$ cat config.mk
export PLATFORM = sky130hd
export DESIGN_NAME = dmem_port_ctrl
export DESIGN_NICKNAME = d
export VERILOG_FILES = /design/src/rtl/dmem_port_pkg.sv /design/src/rtl/dmem_port_prio.sv /design/src/rtl/dmem_port_ctrl.sv
export SDC_FILE = /design/constraint.sdc
export NUM_CORES = 1
export LEC_CHECK = 0
export CAP_MARGIN = 20
export CORE_ASPECT_RATIO = 1.1
export CORE_MARGIN = 5
export CORE_UTILIZATION = 60
export DETAILED_ROUTE_END_ITERATION = 12
export DONT_BUFFER_PORTS = 1
export PLACE_DENSITY_LB_ADDON = 0.1
export RECOVER_POWER = 100
export SETUP_SLACK_MARGIN = 0.5
export SYNTH_ARGS = -nofsm -noshare
export SYNTH_HDL_FRONTEND = slang
export SYNTH_SLANG_ARGS = --single-unit
$ cat constraint.sdc
create_clock -name clk -period 4.97 [get_ports clk]
set_input_delay 0.994 -clock clk [delete_from_list [all_inputs] [get_ports clk]]
set_output_delay 0.994 -clock clk [all_outputs]
set_load 0.05 [all_outputs]
$ cat src/rtl/dmem_port_pkg.sv
// Shared definitions for the memory port sequencer: state encoding and owner ids.
package dmem_port_pkg;

    typedef enum logic [1:0] {
        IDLE      = 2'd0,
        ISSUE     = 2'd1,
        WAIT_RESP = 2'd2,
        DONE      = 2'd3
    } state_t;

    localparam logic OWN_IF = 1'b0;
    localparam logic OWN_D  = 1'b1;

endpackage

$ cat src/rtl/dmem_port_prio.sv
// Grant decision between fetch and data, with a guard that keeps a waiting
// fetch from being starved by back-to-back data requests.
module dmem_port_prio
    import dmem_port_pkg::*;
#(
    parameter int STARVE_LIMIT = 4
) (
    input  logic clk,
    input  logic reset,
    input  logic if_req,
    input  logic d_req,
    input  logic grant,
    output logic owner
);

    localparam int CNT_W = $clog2(STARVE_LIMIT + 1);

    logic [CNT_W-1:0] starve_cnt;

    // Data wins ties unless fetch has already waited through STARVE_LIMIT data grants
    always_comb begin
        owner = OWN_D;
        if (if_req && (!d_req || starve_cnt == CNT_W'(STARVE_LIMIT))) begin
            owner = OWN_IF;
        end
    end

    // Count consecutive data grants while fetch is waiting; saturates at the limit
    always_ff @(posedge clk or negedge reset) begin
        if (!reset) begin
            starve_cnt <= '0;
        end else if (!if_req) begin
            starve_cnt <= '0;
        end else if (grant) begin
            if (owner == OWN_IF) begin
                starve_cnt <= '0;
            end else if (starve_cnt != CNT_W'(STARVE_LIMIT)) begin
                starve_cnt <= starve_cnt + CNT_W'(1);
            end
        end
    end

endmodule

$ cat src/rtl/dmem_port_ctrl.sv
// Sequencer for the single memory port shared by instruction fetch and data access.
//
// state     | meaning
// ----------+-----------------------------------------------------------
// IDLE      | sample requests, latch the winner's payload
// ISSUE     | mem_req_valid high, payload held until mem_req_ready
// WAIT_RESP | waiting for read data, timeout counter running
// DONE      | owner's done pulse is high for this single cycle
module dmem_port_ctrl
    import dmem_port_pkg::*;
#(
    parameter int ADDR_W       = 32,
    parameter int DATA_W       = 32,
    parameter int STARVE_LIMIT = 4,
    parameter int RESP_TIMEOUT = 255
) (
    input  logic                clk,
    input  logic                reset,
    input  logic                if_req,
    input  logic [ADDR_W-1:0]   if_addr,
    output logic                if_done,
    input  logic                d_req,
    input  logic                d_we,
    input  logic [ADDR_W-1:0]   d_addr,
    input  logic [DATA_W-1:0]   d_wdata,
    input  logic [DATA_W/8-1:0] d_wmask,
    output logic                d_done,
    output logic [DATA_W-1:0]   rdata,
    output logic                stall,
    output logic                mem_req_valid,
    input  logic                mem_req_ready,
    output logic                mem_req_we,
    output logic [ADDR_W-1:0]   mem_req_addr,
    output logic [DATA_W-1:0]   mem_req_wdata,
    output logic [DATA_W/8-1:0] mem_req_wmask,
    input  logic                mem_resp_valid,
    input  logic [DATA_W-1:0]   mem_resp_data,
    output logic                err
);

    localparam int TMO_W = $clog2(RESP_TIMEOUT + 1);

    state_t           state;
    logic             owner_q;
    logic             grant_owner;
    logic             grant;
    logic [TMO_W-1:0] tmo_cnt;

    // A grant happens only in IDLE; DONE never samples requests
    assign grant = (state == IDLE) && (if_req || d_req);

    dmem_port_prio #(
        .STARVE_LIMIT (STARVE_LIMIT)
    ) u_prio (
        .clk    (clk),
        .reset  (reset),
        .if_req (if_req),
        .d_req  (d_req),
        .grant  (grant),
        .owner  (grant_owner)
    );

    // Hold each requester until its own done pulse
    assign stall = (if_req & ~if_done) | (d_req & ~d_done);

    // Port sequencer; done pulses default low so they last exactly the DONE cycle.
    // The timeout is a down-counter loaded on the handshake, expiring at zero.
    always_ff @(posedge clk or negedge reset) begin
        if (!reset) begin
            state         <= IDLE;
            owner_q       <= OWN_IF;
            mem_req_valid <= 1'b0;
            mem_req_we    <= 1'b0;
            mem_req_addr  <= '0;
            mem_req_wdata <= '0;
            mem_req_wmask <= '0;
            if_done       <= 1'b0;
            d_done        <= 1'b0;
            rdata         <= '0;
            err           <= 1'b0;
            tmo_cnt       <= '0;
        end else begin
            if_done <= 1'b0;
            d_done  <= 1'b0;
            case (state)
                IDLE: begin
                    if (grant) begin
                        owner_q       <= grant_owner;
                        mem_req_valid <= 1'b1;
                        if (grant_owner == OWN_D) begin
                            mem_req_we    <= d_we;
                            mem_req_addr  <= d_addr;
                            mem_req_wdata <= d_wdata;
                            mem_req_wmask <= d_wmask;
                        end else begin
                            mem_req_we    <= 1'b0;
                            mem_req_addr  <= if_addr;
                            mem_req_wdata <= '0;
                            mem_req_wmask <= '0;
                        end
                        state <= ISSUE;
                    end
                end
                ISSUE: begin
                    if (mem_req_ready) begin
                        mem_req_valid <= 1'b0;
                        if (mem_req_we) begin
                            d_done <= 1'b1;
                            state  <= DONE;
                        end else begin
                            tmo_cnt <= TMO_W'(RESP_TIMEOUT - 1);
                            state   <= WAIT_RESP;
                        end
                    end
                end
                WAIT_RESP: begin
                    if (mem_resp_valid || tmo_cnt == '0) begin
                        rdata <= mem_resp_valid ? mem_resp_data : '0;
                        if (!mem_resp_valid) begin
                            err <= 1'b1;
                        end
                        if (owner_q == OWN_D) begin
                            d_done <= 1'b1;
                        end else begin
                            if_done <= 1'b1;
                        end
                        state <= DONE;
                    end else begin
                        tmo_cnt <= tmo_cnt - TMO_W'(1);
                    end
                end
                DONE: begin
                    state <= IDLE;
                end
                default: begin
                    state <= IDLE;
                end
            endcase
        end
    end

endmodule
== After elaboration in Yosys (flattened, before gate mapping) ==
Cells that the tools add are included.
Operators by class
  muxes and demuxes: 30
  equality and inequality tests: 12
  add/subtract/negate cells: 2
  reductions and logical operators: 17
  bitwise operators: 6
Operator list (number)
  $mux W32: 3
  $mux W8: 3
  $pmux W8 S2: 1
  $mux W1: 12
  $mux W3: 4
  $ne A2 B2 Y1 const B: 5
  $reduce_and A3 Y1: 3
  $logic_not A8 Y1: 1
  $pmux W2 S4: 1
  $sub A8 B1 Y8 const B: 1
  $mux W2: 3
  $reduce_and A2 Y1: 3
  $eq A2 B2 Y1 const B: 2
  $mux W4: 1
  $pmux W1 S2: 2
  $reduce_and A4 Y1: 1
  $reduce_bool A2 Y1: 2
  $add A3 B1 Y3 const B: 1
  $eq A3 B3 Y1 const B: 1
  $logic_or A1 B1 Y1: 3
  $ne A3 B1 Y1 const B: 1
  $ne A3 B3 Y1 const B: 1
  $not A1 Y1: 3
  $and A1 B1 Y1: 2
  6 further kinds: 7
Storage, ports and cells
  register bits: 119
  bits of input ports: 139
  logic and storage cells: 80
  output and inout bits: 106

== Longest topological paths before layout ==
  depth in word-level cells: 6
  mapped depth: 9
  mapped depth without buffers: 6

== Hierarchy ==
From an unflattened synthesis, not the netlist that was laid out.
Unflattened totals
  cells, all modules: 484
  area, all modules: 5154.9 um^2
By module, submodules not included
  dmem_port_ctrl: area each 4964.8 um^2, times used 1, sequential area each 2902.8 um^2, cells each 464
  dmem_port_prio: area each 190.2 um^2, times used 1, sequential area each 75.1 um^2, cells each 20

== Least setup slack after synthesis ==
Ideal clock, no wire load.
  path kind: input-to-output
  from: in if_req
  to: out stall
  arrival time: 1827 ps
  required time: 3976 ps
  path buffers: 0
  path slack: 2149 ps
  stages: 2
  cell sequence: inv_1 > o22ai_1
On the way
  cells in the longest elaborated chain, start to end: 2
Ends and longest elaborated chain
  from (decl): line dmem_port_ctrl.sv:19  | input logic if_req,
  $and A1 B1 Y1: line dmem_port_ctrl.sv:64  | assign stall = (if_req & ~if_done) | (d_req & ~d_done);
  $or A1 B1 Y1: line dmem_port_ctrl.sv:64
  to (decl): line dmem_port_ctrl.sv:29  | output logic stall,
No other way between the ends.

== Final worst setup path ==
  from: reg u_prio.starve_cnt[0]
  to: reg mem_req_addr[15]
On the way
  cells in the longest elaborated chain, start to end: 4
Ends and longest elaborated chain
  from (decl): line dmem_port_prio.sv:18  | logic [CNT_W-1:0] starve_cnt;
  from (signal assigned): line dmem_port_prio.sv:38  | starve_cnt <= starve_cnt + CNT_W'(1);
  $eq A3 B3 Y1: line dmem_port_prio.sv:23  | if (if_req && (!d_req || starve_cnt == CNT_W'(STARVE_LIMIT))) begin
  $logic_or A1 B1 Y1: line dmem_port_prio.sv:23
  $logic_and A1 B1 Y1: line dmem_port_prio.sv:23
  $mux W32: line dmem_port_ctrl.sv:90  | if (grant_owner == OWN_D) begin
  to (signal assigned): line dmem_port_ctrl.sv:92  | mem_req_addr <= d_addr;
  to (signal assigned): line dmem_port_ctrl.sv:97  | mem_req_addr <= if_addr;
  to (decl): line dmem_port_ctrl.sv:33  | output logic [ADDR_W-1:0] mem_req_addr,
No other way between the ends.
A chain may end at the register's enable or synchronous reset.

==> impl_metrics.py <==
metrics = {
    "run_status": {
        "status": "finished with violations",
        "violations": "capacitance limit, slew limit",
    },
    "worst_setup_path": {
        "path_buf_inv": 1,
        "path_depth": 6,
        "required_ns": 5.37,
        "end_kind": "flip-flop",
        "crit_chain": "inv_1 -> ha_1 -> a21bo_2 -> and2_0 -> mux2i_1 -> o21ai_0",
        "cp-start-kind": "flip-flop",
        "timing.rr.start": "u_prio.starve_cnt[0]",
        "r2r_setup_slack_ns": 1.57,
        "path_class": "reg -> reg",
        "cp_top_family": "simple AND/OR/NAND/NOR gates",
        "crit_fanout": 33,
        "max_stage_delay_ns": 1.88,
        "worst_ep_arrival_time_ns": 3.80,
        "reg2reg_depth": 6,
        "cpMaxStageDelayCell": "and2_0",
        "reg2reg_to": "mem_req_addr[15]",
    },
    "clock_tree": {
        "cts_sinks": 119,
        "htreeDepth": 4,
        "cts_tree": "done",
        "cts_setup_buffers": 0,
        "ctsRootBufferMaster": "clkbuf_8",
        "clk_path_buf_depth": 2,
        "cts_buffers": 17,
        "clk_latency_ns": 0.50,
        "clk_pin_slew_worst_paths_ns": 0.06,
        "holdBufCountCts": 0,
        "postCtsResizedCells": 0,
    },
    "timing": {
        "worst_pin_slew_ns": 2.60,
        "setup_viol": 0,
        "period_share_pct": 68.4,
        "post-route-min-period_ns": 3.40,
        "rsz0062_at_grt": "no",
        "hold_viol_final": 0,
        "slew_headroom_pct": -73.1,
        "fmax_mhz": 294,
        "slew_viol_final": 72,
        "worst_clock_skew_ns": 0.00948,
        "holdWs_ns": 0.191,
        "finalWorstSetupSlack_ns": 1.57,
        "finalSetupTns_ns": 0,
    },
    "die": {
        "die_area_um2": 10500,
        "fp-row-count": 35,
        "die_w_um": 98.3,
        "ioPinCount": 245,
        "initial_core_util_pct": 61.5,
        "fp.dieH_um": 107,
        "core_um2": 8360,
    },
    "finish": {
        "diodes": 0,
        "fin_area_um2": 5750,
        "post-route-util_pct": 68.8,
        "final_cells": 599,
        "final_nets": 621,
        "drive_gt1_share_pct": 8.61,
        "synthToLayoutAreaGrowth_pct": 11.9,
        "final_cell_mix": "119 x dfrtp_1, 111 x nand2_1, 73 x o21ai_0",
        "final_common_cell": "dfrtp_1",
    },
    "power_and_ir_drop": {
        "intPower_mw": 2.51,
        "pwr-share-seq_pct": 59.7,
        "p_comb_share_pct": 16.1,
        "clkPwrFrac_pct": 24.2,
        "p_leak_nw": 2.70,
        "p_sw_mw": 2.59,
        "p_sw_share_pct": 50.8,
        "p_total_mw": 5.11,
        "vdd_drop_max_uv": 449,
        "p_per_area_nw_per_um2": 888,
    },
    "synthesis": {
        "netlist_area_um2": 5140,
        "synthCells": 485,
        "synth_top_area_share_pct": 57.9,
        "synth_area_leaders": "dfrtp_1 58%, nand2_1 8.1%, o21ai_0 7.0%",
        "synth.avg_cell_area_um2": 10.6,
        "ys.flop_type": "dfrtp_1",
        "synth_edf_count": 0,
        "yosys_warnings": 0,
        "ys_async_sr_fraction_pct": 100,
        "synth_cell_types": 42,
        "synth_seq_cells": 119,
        "synth_nets": 631,
        "synth_top_area_cell": "dfrtp_1",
        "yosysSeqAreaShare_pct": 57.9,
    },
    "flow_run": {
        "cap_violations": 2,
    },
    "detailed_routing": {
        "first_iter_violations": 252,
        "ant_nets": 0,
        "post-route-drc-count": 0,
        "viasPerCell": 5.88,
        "post_drt_wl_per_cell_um": 20.5,
        "drt_wl_total_mm": 12.3,
        "dr.pass1.iters": 4,
        "num_vias": 3520,
    },
    "placement": {
        "dp_slack_ns": 1.87,
        "gp_congestion": 0.808,
        "hpwl_mm": 8.87,
        "post_dp_cell_area_um2": 5150,
        "dp_cells": 566,
        "io_buffers": 0,
    },
    "global_route": {
        "grt_pass1_vias": 3602,
        "overflow": 0,
        "antenna_found_initial": 0,
        "grt_max_degree": 120,
        "grt_pass1_wl_mm": 19.4,
        "track_usage_pct": 23.6,
    },
    "min_path": {
        "hold_class": "in -> async",
    },
}
registers in the layout (all words and copies together), names as in the netlist, 2 cells and up:
signal             count
mem_req_addr          32
mem_req_wdata         32
mem_req_wmask          4
rdata                 32
state                  2
tmo_cnt                8
u_prio.starve_cnt      3
cell usage after synthesis, types with 2 or more instances:
cell and count:
nor2_1 11, o31ai_1 2, ha_1 7, nor3_1 2, o21ai_1 2, nand3_1 4, a31oi_1 3, a2bb2oi_1 2
nand2_1 111, inv_1 12, and2_1 4, a21oi_1 7, clkbuf_1 21, nand2b_1 6, o21ai_0 72, a22o_1 36
dfrtp_1 119, buf_4 2, buf_2 8, mux2i_1 32
cell type report:
type	instances	area, um^2
Tap cell	111	139
Clock buffer	19	442
Sequential cell	119	2980
Multi-Input combinational cell	321	1940
Clock inverter	13	169
Inverter	12	45.0
Timing Repair Buffer	4	42.5
Fill cell	632	2610
routing by layer:
metal	global-route usage, %	vias up	wire (um)	part of all wire [%]
li1	-	1650	-	-
met2	38.9	154	6490	53
met4	8.68	0	96	0.78
met1	28.2	1710	4680	38
met3	9.17	6	1020	8.3
met5	0	-	0	0
worst max path at each step:
stage                    startpoint                to  slack, ns
3_5_place_dp         mem_resp_valid        tmo_cnt[7]       1.87
2_1_floorplan                if_req             stall       2.15
3_3_place_gp         mem_resp_valid        tmo_cnt[7]       1.91
6_report       u_prio.starve_cnt[0]  mem_req_addr[15]       1.57
4_1_cts                      d_done             stall       1.90
5_1_grt        u_prio.starve_cnt[0]  mem_req_addr[30]       1.37
kinds of logic (layout without fill, tap and decap cells):
family / after synthesis / in the layout / share of synthesized area (%)
simple gates: 146 / 146 / 12.4
compound gates: 134 / 134 / 17.3
flops: 119 / 119 / 57.9
buf+inv: 45 / 48 / 3.97
mux: 33 / 33 / 6.52
fa+ha+maj: 7 / 7 / 1.70
xor+xnor: 1 / 1 / 0.170
power groups by stage:
stage                     Sequential [mW]  Clock [mW]  Combinational [mW]
after floorplan                      2.93           0               0.730
after global placement               3.07           0               0.780
after CTS                            3.06        1.26               0.840
after global routing                 3.10        1.31               0.946
final                                3.05        1.23               0.824
after detailed placement             3.07           0               0.843
No activity file was read; power rests on OpenSTA's default activity.
